$ cat src/rtl/div_share_pkg.sv
// Shared types and constants for the divider-sharing controller.
package div_share_pkg;

    localparam int DATA_W  = 32;
    localparam int DIV_LAT = 32;

    // Tag id field is sized for the largest supported requester count (8).
    localparam int TAG_IDW = 3;

    typedef struct packed {
        logic               v;
        logic [TAG_IDW-1:0] id;
        logic               dbz;
    } div_tag_t;

endpackage

$ cat src/rtl/div_share_ctrl_if.sv
// Requester-side request/response bundle of the divider-sharing controller.
interface div_share_ctrl_if
    import div_share_pkg::*;
#(
    parameter int NREQ = 4,
    parameter int IDW  = 2
);

    logic [NREQ-1:0]        req_valid;
    logic [NREQ-1:0]        req_ready;
    logic [DATA_W*NREQ-1:0] req_a;
    logic [DATA_W*NREQ-1:0] req_b;

    logic                   rsp_valid;
    logic [IDW-1:0]         rsp_id;
    logic [DATA_W-1:0]      rsp_q;
    logic                   rsp_dbz;

    // Requester side
    modport master (
        output req_valid, req_a, req_b,
        input  req_ready, rsp_valid, rsp_id, rsp_q, rsp_dbz
    );

    // Controller side
    modport slave (
        input  req_valid, req_a, req_b,
        output req_ready, rsp_valid, rsp_id, rsp_q, rsp_dbz
    );

endinterface

$ cat src/rtl/div_share_ctrl_rr_arb.sv
// Round-robin arbiter: one-hot grant among requesters, searching from the
// priority pointer; the pointer moves past the grantee when en is high.
module rr_arb #(
    parameter int N = 4
) (
    input  logic         clk,
    input  logic         rst,
    input  logic [N-1:0] req,
    input  logic         en,
    output logic [N-1:0] gnt
);

    localparam int PW = (N > 1) ? $clog2(N) : 1;

    logic [PW-1:0] ptr;
    logic [PW-1:0] nxt_ptr;
    logic [PW-1:0] idx;
    int            idx_i;
    logic          found;

    // Select the first valid requester at or after the pointer; no grant in reset
    always_comb begin
        gnt     = '0;
        nxt_ptr = ptr;
        idx_i   = 0;
        idx     = '0;
        found   = 1'b0;
        for (int i = 0; i < N; i++) begin
            idx_i = (int'(ptr) + i) % N;
            idx   = PW'(idx_i);
            if (!found && req[idx]) begin
                found    = 1'b1;
                gnt[idx] = 1'b1;
                nxt_ptr  = PW'((idx_i + 1) % N);
            end
        end
        if (rst) begin
            gnt = '0;
        end
    end

    // Priority pointer: restarts at requester 0, advances after each grant
    always_ff @(posedge clk) begin
        if (rst) begin
            ptr <= '0;
        end else if (en) begin
            ptr <= nxt_ptr;
        end
    end

endmodule

$ cat src/rtl/div_share_ctrl.sv
// Shares one pipelined div32 among NREQ requesters: round-robin issue of one
// division per cycle, a tag pipeline matched to the divider latency, and a
// registered response carrying the requester id.
module div_share_ctrl
    import div_share_pkg::*;
#(
    parameter int NREQ    = 4,
    parameter int IDW     = 2,
    parameter int DIV_LAT = 32
) (
    input  logic              clk,
    input  logic              rst,
    div_share_ctrl_if.slave   bus,
    output logic [5:0]        inflight,
    output logic [DATA_W-1:0] div_a,
    output logic [DATA_W-1:0] div_b,
    input  logic [DATA_W-1:0] div_q
);

    logic [NREQ-1:0]   gnt;
    logic              xfer;
    logic [IDW-1:0]    gnt_id;
    logic [DATA_W-1:0] sel_a;
    logic [DATA_W-1:0] sel_b;

    div_tag_t tag_p0;
    div_tag_t tag_pipe [DIV_LAT];
    div_tag_t tag_out;

    // A zero divisor yields an all-ones quotient regardless of the divider output
    function automatic logic [DATA_W-1:0] sat_dbz(input logic [DATA_W-1:0] q,
                                                  input logic              dbz);
        return dbz ? '1 : q;
    endfunction

    rr_arb #(.N(NREQ)) u_arb (
        .clk (clk),
        .rst (rst),
        .req (bus.req_valid),
        .en  (xfer),
        .gnt (gnt)
    );

    assign bus.req_ready = gnt;
    assign xfer          = |gnt;
    assign tag_out       = tag_pipe[DIV_LAT-1];

    // Encode the grantee and mux its operands
    always_comb begin
        gnt_id = '0;
        sel_a  = '0;
        sel_b  = '0;
        for (int i = 0; i < NREQ; i++) begin
            if (gnt[i]) begin
                gnt_id = IDW'(i);
                sel_a  = bus.req_a[i*DATA_W +: DATA_W];
                sel_b  = bus.req_b[i*DATA_W +: DATA_W];
            end
        end
    end

    // Issue stage: operands to div32 plus the tag; operands hold when idle
    always_ff @(posedge clk) begin
        if (rst) begin
            div_a  <= '0;
            div_b  <= '0;
            tag_p0 <= '0;
        end else begin
            tag_p0.v <= xfer;
            if (xfer) begin
                div_a      <= sel_a;
                div_b      <= sel_b;
                tag_p0.id  <= TAG_IDW'(gnt_id);
                tag_p0.dbz <= (sel_b == '0);
            end
        end
    end

    // Tag pipeline: free-running, aligned with div32 latency; reset drops all tags
    always_ff @(posedge clk) begin
        tag_pipe[0] <= tag_p0;
        for (int k = 1; k < DIV_LAT; k++) begin
            tag_pipe[k] <= tag_pipe[k-1];
        end
        if (rst) begin
            for (int k = 0; k < DIV_LAT; k++) begin
                tag_pipe[k].v <= 1'b0;
            end
        end
    end

    // Response stage: one-cycle pulse, all fields zero when no result
    always_ff @(posedge clk) begin
        if (rst || !tag_out.v) begin
            bus.rsp_valid <= 1'b0;
            bus.rsp_id    <= '0;
            bus.rsp_q     <= '0;
            bus.rsp_dbz   <= 1'b0;
        end else begin
            bus.rsp_valid <= 1'b1;
            bus.rsp_id    <= IDW'(tag_out.id);
            bus.rsp_q     <= sat_dbz(div_q, tag_out.dbz);
            bus.rsp_dbz   <= tag_out.dbz;
        end
    end

    // Outstanding-operation count: up on issue, down on response
    always_ff @(posedge clk) begin
        if (rst) begin
            inflight <= '0;
        end else begin
            case ({xfer, bus.rsp_valid})
                2'b10:   inflight <= inflight + 6'd1;
                2'b01:   inflight <= inflight - 6'd1;
                default: inflight <= inflight;
            endcase
        end
    end

endmodule

$ cat src/flat_wrapper.sv
// flat-port wrapper written by rule: the top's interface ports become plain ports
module div_share_ctrl_flat import div_share_pkg::*;
#(
    parameter int NREQ    = 4,
    parameter int IDW     = 2,
    parameter int DIV_LAT = 32
)
  (clk, rst, inflight, div_a, div_b, div_q, bus_req_valid, bus_req_a, bus_req_b, bus_req_ready, bus_rsp_valid, bus_rsp_id, bus_rsp_q, bus_rsp_dbz);
  div_share_ctrl_if #(.NREQ(NREQ), .IDW(IDW)) bus_i ();
  input  logic clk;
  input  logic rst;
  output logic [5:0] inflight;
  output logic [DATA_W-1:0] div_a;
  output logic [DATA_W-1:0] div_b;
  input  logic [DATA_W-1:0] div_q;
  input wire logic [$bits(bus_i.req_valid)-1:0] bus_req_valid;
  input wire logic [$bits(bus_i.req_a)-1:0] bus_req_a;
  input wire logic [$bits(bus_i.req_b)-1:0] bus_req_b;
  output wire logic [$bits(bus_i.req_ready)-1:0] bus_req_ready;
  output wire logic [$bits(bus_i.rsp_valid)-1:0] bus_rsp_valid;
  output wire logic [$bits(bus_i.rsp_id)-1:0] bus_rsp_id;
  output wire logic [$bits(bus_i.rsp_q)-1:0] bus_rsp_q;
  output wire logic [$bits(bus_i.rsp_dbz)-1:0] bus_rsp_dbz;
  assign bus_i.req_valid = bus_req_valid;
  assign bus_i.req_a = bus_req_a;
  assign bus_i.req_b = bus_req_b;
  assign bus_req_ready = bus_i.req_ready;
  assign bus_rsp_valid = bus_i.rsp_valid;
  assign bus_rsp_id = bus_i.rsp_id;
  assign bus_rsp_q = bus_i.rsp_q;
  assign bus_rsp_dbz = bus_i.rsp_dbz;
  div_share_ctrl #(.NREQ(NREQ), .IDW(IDW), .DIV_LAT(DIV_LAT)) u_core (.clk(clk), .rst(rst), .bus(bus_i), .inflight(inflight), .div_a(div_a), .div_b(div_b), .div_q(div_q));
endmodule
$ cat config.mk
export PLATFORM = sky130hd
export DESIGN_NAME = div_share_ctrl_flat
export DESIGN_NICKNAME = d
export VERILOG_FILES = /design/src/rtl/div_share_pkg.sv /design/src/rtl/div_share_ctrl_if.sv /design/src/rtl/div_share_ctrl_rr_arb.sv /design/src/rtl/div_share_ctrl.sv /design/src/flat_wrapper.sv
export SDC_FILE = /design/constraint.sdc
export NUM_CORES = 1
export LEC_CHECK = 0
export ABC_AREA = 1
export CAP_MARGIN = 5
export CORE_AREA = 2 2 158 160
export DETAILED_ROUTE_END_ITERATION = 7
export DIE_AREA = 0 0 160 162
export HOLD_SLACK_MARGIN = 0.12
export PLACE_DENSITY = 0.84
export SLEW_MARGIN = 20
export SYNTH_ARGS = -nofsm -noshare
export SYNTH_HDL_FRONTEND = slang
export SYNTH_SLANG_ARGS = --single-unit
$ cat constraint.sdc
create_clock -name clk -period 10 [get_ports clk]
set_input_delay 1 -clock clk [delete_from_list [all_inputs] [get_ports clk]]
set_output_delay 1 -clock clk [all_outputs]
set_load 0.005 [all_outputs]
==> summary.txt, run 1 <==
Run status
  • Status: complete, no violations

Power
  • Leak pwr: 6.09 nW
  • PnR Total Power: 0.00365 W
  • PwrDens: roughly 260 mW/mm^2
  • VDD IR max: 0.000118 V

Synth
  • Yosys top cell by area: dfxtp_1
  • #FFs+latches synth: 240
  • XOR/XNOR share of the synthesized area: 0.00389
  • Post-synth top area share: 0.533
  • Largest family of logic cells by synthesized area: simple AND/OR/NAND/NOR gates
  • YS warnings: 0
  • Register area share after synthesis: 0.533
  • Most common cell in the netlist: nand2_1
  • Synthesized area: 0.00901 sq mm
  • EDFF count, synth: 0
  • Complex-gate fraction of the synthesized area: 0.0692
  • Synth area leaders: dfxtp_1 53%, nand2_1 15%, nor2_1 6.7%, nand3_1 4.7%, a21oi_1 3.3%
  • Synth top cells by count: 367 x nand2_1, 240 x dfxtp_1, 160 x nor2_1
  • Syn_area_per_cell: 7.72 sq um
  • Fraction of the mapped netlist area in simple logic gates: 0.312
  • Post-synthesis adder-cell area fraction: 0.0153
  • Syn Inst Count: approximately 1200
  • Mapped Nets: between 1000 and 1500
  • Post-synthesis mux area share: 0
  • Distinct cells, synth: 43
  • Async S/R FF share, synth: 0
  • Top_reg_cell synth: dfxtp_1

Global routing
  • Initial antenna violation count: 5
  • GRT Resource Usage Total: 0.219
  • Total grt overflow: 0
  • Largest net degree at the start of global routing: 69
  • Global-route wire length before repair: 45.1 mm
  • Vias in the first global route: 8709

Setup path
  • Most numerous cell on the critical path: nand2_2
  • Crit path buf inv count: 5
  • CP max stage delay: 0.56 ns
  • Critical Path AT: 3.60 ns
  • Critical path capture point type: primary output
  • Cell family with most CP delay: buffers and inverters
  • Crit Path Class: register to primary output
  • Worst path cell trace: inv_1 > ha_1 > inv_1 > nand3_1 > nand2_2 > nand2_2 > nor2_1 > a21oi_1 > nand2_1 > nand2_2 > buf_4 > inv_2 > clkdlybuf4s50_1
  • Slowest CP cell: dfxtp_1
  • Critical Path RT: approximately 9 ns
  • CP Launch Type: register
  • Max FO, Critical Path: 62

Placement
  • GP Congestion: 0.909
  • Detailed-placement wirelength estimate: 22.4 mm
  • Number of port buffers: between 400 and 500
  • Dpl ws: 5.20 ns

Drt
  • Vias/cell: 4.66
  • DRC Markers: 0
  • Antenna-violating nets left: 0
  • Drt initial violations: 503
  • Initial DRT Pass Iterations: 5
  • Wire length per cell: 15.6 microns
  • Routed Wire Length: 29.6 mm
  • Vias: 8837

STA
  • Slew @ Worst Pin: 0.944 ns
  • Setup Skew: 0.00851 ns
  • Final Max Tran Viols: 0
  • Setup TNS: 0 ns
  • RSZ-0062 raised after global routing: false
  • Period utilization: 0.460
  • Relative slew margins: 0.370
  • Endpoints failing hold: 0
  • Tmin final: 4.60 ns
  • F_max: 217 MHz
  • Final setup viols: 0
  • Setup ws final: 5.40 ns

Layout
  • Layout area overhead: 56.5%
  • Share of cells above drive strength 1: 0.0568
  • Final layout net count: ~1900

Clock network
  • Root Buffer Master: clkbuf_16
  • Clock Path Buffers: 3
  • Clk_lat worst skew: 0.51 ns
  • CTS Hold Bufs: 0
  • Clock sink count: 240
  • # resized after CTS: 0
  • Clk slew on worst S/H paths: 0.06 ns
  • CTS tree: done
  • Post-CTS Setup Bufs: 0
  • Cts bufs inserted: 25
  • H-tree levels: 1

Floorplan
  • Initial Util: 0.374
  • Die span in x: about 160 microns
  • Num ports: 404
  • Core area: 0.0241 sq mm
  • FP Rows: 57
  • Die ar.: 0.0259 sq mm
  • Die height: 162 microns

Min path
  • Worst hold path type: register to register

Run
  • Max cap viols: 0
-- final cells by class --
cell class	instances	area [sq um]
Sequential cell	240	4810
Multi-Input combinational cell	795	3610
Fill cell	2189	10000
Tap cell	324	405
Clock inverter	13	203
Antenna cell	5	12.5
Clock buffer	32	682
Inverter	76	288
Timing Repair Buffer	411	4090
-- path summary, 6_finish.rpt --
kind,from,endpoint,slack [ns],depth (start not counted)
setup / recovery,u_core.u_arb.ptr[1],bus_req_ready[3],5.40,13
hold / removal,u_core.tag_pipe[3][26],u_core.tag_pipe[3][31],0.32,0
setup reg to reg,u_core.u_arb.ptr[1],u_core.inflight[5],5.47,25
hold reg to reg,u_core.tag_pipe[3][26],u_core.tag_pipe[3][31],0.32,0
-- where the power goes --
part	total, W	switching (W)	leakage (nW)	internal [W]
combinational	0.00136	0.000783	3.70	0.000581
clock	0.000983	0.000371	0.430	0.000612
sequential	0.00130	0.000101	1.96	0.00120
total	0.00365	0.00126	6.09	0.00239
-- cell families (layout without fill, tap and decap cells) --
kind of cell | count (synthesis) | in the layout
AO/OA/AOI/OAI | 117 | 117
XOR/XNOR | 4 | 4
adder cells (fa/ha/maj) | 11 | 11
buffers and inverters | 132 | 532
flip-flops | 240 | 240
other | 0 | 5
AND/OR/NAND/NOR | 663 | 663
-- metal layers --
layer | routed length (microns) | global-route usage | vias to the layer above
met4 | 1250 | 0.0958 | 0
met3 | 2150 | 0.0498 | 75
met1 | 11500 | 0.244 | 3955
met2 | 14700 | 0.400 | 366
li1 | - | - | 4441
met5 | 0 | 0 | -
-- metrics by stage --
step           instances  instance area [sq um]  utilization  hold WS, ns
6_report            1896                  14100        0.585        0.322
4_1_cts             1891                  14100        0.584        0.320
5_1_grt             1894                  14100        0.585        0.327
2_1_floorplan       1167                   9010            -        0.310
3_5_place_dp        1846                  13200        0.548        0.312
3_3_place_gp        1846                  13200        0.548        0.310
-- cells in the final DEF (no fill, tap or decap), types with 2 or more instances in the layout --
master	instances
clkbuf_1	4
nand4_1	12
nand2_4	5
a21oi_2	3
nand3_1	85
clkinv_1	3
clkbuf_16	25
clkdlybuf4s50_1	403
diode_2	5
xnor2_1	3
clkbuf_8	3
nor2_2	3
ha_1	11
o211ai_1	2
nor2_4	2
bufinv_16	5
o21ai_1	12
clkinvlp_4	2
o21ai_0	32
nand3_2	6
nand2_1	366
buf_4	8
inv_1	68
or2_1	7
or2_2	4
nand2_2	8
clkinv_2	4
inv_2	4
dfxtp_1	239
a21oi_1	60
nor2_1	160
-- flip-flops by register name (all words and copies together) (netlist names) --
name / flops
u_core.bus.rsp_valid: 1
u_core.bus.rsp_dbz: 1
u_core.u_arb.ptr: 2
u_core.tag_pipe: 128
u_core.bus.rsp_q: 32
u_core.div_b: 32
u_core.tag_p0: 4
u_core.inflight: 6
u_core.div_a: 32
u_core.bus.rsp_id: 2
No activity file was read; power rests on OpenSTA's default activity.
==> run 2: changes to the inputs <==
--- a/config.mk
+++ b/config.mk
@@ -7,11 +7,11 @@
 export LEC_CHECK = 0
 export ABC_AREA = 1
 export CAP_MARGIN = 5
-export CORE_AREA = 2 2 158 160
+export CORE_MARGIN = 1.5
+export CORE_UTILIZATION = 38
 export DETAILED_ROUTE_END_ITERATION = 7
-export DIE_AREA = 0 0 160 162
 export HOLD_SLACK_MARGIN = 0.12
-export PLACE_DENSITY = 0.84
+export PLACE_DENSITY = 0.88
 export SLEW_MARGIN = 20
 export SYNTH_ARGS = -nofsm -noshare
 export SYNTH_HDL_FRONTEND = slang
==> constraint.sdc (replaced) <==
create_clock -name clk -period 3.8 [get_ports clk]
set_input_delay 0.38 -clock clk [delete_from_list [all_inputs] [get_ports clk]]
set_output_delay 0.38 -clock clk [all_outputs]
set_load 0.005 [all_outputs]
==> run 2 against run 1 <==
- design area increased by 1.3%
- clock power increased to 2.7 times the previous value
- combinational power grew to 2.8 times the previous value
- via count grew 2.4%
- largest cell class unchanged
- die area shrank 4.9%
- routed wire length is 4.6% higher
- utilization grew 2.5 points
- critical path depth unchanged
- non-clock buffer count increased by 16
==> summary.txt, run 2 (synthesized netlist as in run 1, its figures left out) <==
Clock network
  • Clock Path Buffers: 3 (unchanged)
  • H-tree levels: 1 (unchanged)
  • Clk_lat worst skew: 0.52 ns (about the same)
  • Root Buffer Master: clkbuf_16
  • CTS tree: done
  • Cts bufs inserted: 24 (-4.0%)
  • Clock sink count: 240 (unchanged)
  • Clk slew on worst S/H paths: 0.07 ns (about the same)
  • Post-CTS Setup Bufs: 0 (unchanged)

Setup path
  • Max FO, Critical Path: 26 (-58%)
  • Critical path capture point type: primary output
  • Cells on worst reg2reg path: 24 (-4.0%)
  • CP Launch Type: register
  • Critical Path AT: 3.27 ns (-0.33 ns)
  • Critical Path RT: 3.42 ns (-5.58 ns)
  • Crit Path Class: register to primary output

Drt
  • Vias/cell: 4.76 (+2.1%)
  • Routed Wire Length: 31.0 mm (+4.6%)
  • Antenna-violating nets left: 0 (unchanged)
  • Wire length per cell: 16.3 microns (+4.3%)
  • Initial DRT Pass Iterations: 5 (unchanged)
  • Vias: 9050 (+2.4%)
  • DRC Markers: 0 (unchanged)
  • Drt initial violations: 654 (+30%)

Power
  • PwrDens: 691 mW/mm^2 (+170%)
  • VDD IR max: 0.000292 V (+150%)
  • Leak pwr: 6.17 nW (+1.4%)
  • PnR Total Power: 0.00986 W (+170%)

Layout
  • Layout Utilization: 0.610 (+0.0252)
  • Max reg flops: 128 (unchanged)
  • Final layout net count: 1869 (+0.81%)
  • Layout area overhead: 58.5%
  • Most common cell after layout, fill and taps aside: clkdlybuf4s50_1
  • Fin cells: 1902 (+0.32%)
  • Final Cell Area: 0.0143 sq mm (+1.3%)
  • Share of cells above drive strength 1: 0.0695 (+0.0127)
  • Largest Register: u_core.tag_pipe
  • Most frequent cells in the layout: 403 x clkdlybuf4s50_1, 366 x nand2_1, 240 x dfxtp_1, 159 x nor2_1, 85 x nand3_1

Placement
  • GP Congestion: 0.875 (-3.8%)
  • Number of port buffers: 403 (unchanged)
  • DP Cell Count: 1857 (+0.60%)
  • Detailed-placement wirelength estimate: 23.3 mm (+4.1%)
  • Area post-placement: 0.0133 sq mm (+1.1%)

Floorplan
  • Die height: 157 microns (-3.1%)
  • Num ports: 404 (unchanged)
  • Die span in x: 157 microns (-1.9%)
  • Die ar.: 0.0246 sq mm (-4.9%)
  • Initial Util: 0.385 (+0.0112)
  • FP Rows: 56 (-1.8%)
  • Core area: 0.0234 sq mm (-2.9%)

STA
  • F_max: ~270 MHz
  • Final Max Tran Viols: 0 (unchanged)
  • Period utilization: 0.961
  • Endpoints failing hold: 0 (unchanged)
  • Relative slew margins: 0.252 (-0.117)
  • Slew @ Worst Pin: 1.12 ns (+0.175 ns)
  • Worst hold slack: 0.326 ns (+0.00425 ns)
  • Final setup viols: 0 (unchanged)
  • Tmin final: 3.65 ns
  • Setup Skew: 0.0101 ns (+0.00160 ns)

Min path
  • Worst hold path type: register to register
  • Hold Crit Depth: 0 (unchanged)

Global routing
  • GRT Resource Usage Total: 0.239 (+0.0204)
  • Largest net degree at the start of global routing: 65 (-5.8%)
  • Total grt overflow: 0 (unchanged)
  • Vias in the first global route: 8586 (-1.4%)
  • Initial antenna violation count: 2 (-3)
  • Global-route wire length before repair: 45.5 mm (+0.92%)

Run status
  • Status: complete, no violations

Run
  • Max cap viols: 0 (unchanged)
## run 2: power breakdown
| part | leakage [nW] | internal, W | switching [W] |
|---|---|---|---|
| clock network | 0.424 | 0.00158 | 0.00103 |
| registers | 1.96 | 0.00316 | 0.000271 |
| logic | 3.79 | 0.00163 | 0.00219 |
## run 2: worst max-delay path, cell delays in order (launching register included)
cell             delay [ns]
dfxtp_1                0.37
inv_4                  0.08
ha_1                   0.34
inv_1                  0.17
nand3_1                0.11
nand2_2                0.11
nand2_2                0.09
nor2_4                 0.17
nand3_2                0.12
nand2_4                0.10
buf_6                  0.20
nand2_4                0.13
inv_8                  0.17
clkdlybuf4s50_1        0.56
## run 2: worst paths after layout
path	from	endpoint	slack, ns
hold reg to reg	u_core.tag_pipe[2][7]	u_core.tag_pipe[2][12]	0.33
hold / removal	u_core.tag_pipe[2][7]	u_core.tag_pipe[2][12]	0.33
setup / recovery	u_core.u_arb.ptr[0]	bus_req_ready[2]	0.15
setup reg to reg	u_core.u_arb.ptr[0]	u_core.inflight[5]	0.28
## run 2: cell type report
class / instances / area (sq um)
antenna: 1 / 2.50
tap: 319 / 399
multi-input combinational: 795 / 3640
timing repair buffer: 427 / 4240
clock buffer: 28 / 646
clock inverter: 16 / 248
inverter: 76 / 300
sequential: 240 / 4800
fill: 2008 / 9120
## run 2: metrics by stage
stage / setup TNS (ns) / setup slack, ns
floorplan: 0 / 0.184
global placement: 0 / 0.205
finish: 0 / 0.147
CTS: 0 / 0.00311
global route: -0.0917 / -0.0843
detailed placement: 0 / 0.0550
## run 2: timing repair
item                                    4_1_cts  5_1_grt
endpoints found under the setup margin        1        6
resized for setup                             1       11
endpoints found under the hold margin         0        0
hold buffers                                  0        0
gates cloned                                  0        0
## run 2: per-layer routing
layer / share of wire / up-vias / GRT usage / routed length (microns)
li1: - / 4459 / - / -
met1: 0.38 / 4123 / 0.280 / 11800
met2: 0.50 / 407 / 0.432 / 15500
met3: 0.084 / 59 / 0.0512 / 2610
met4: 0.035 / 2 / 0.0780 / 1080
met5: 0.00042 / - / 0 / 13
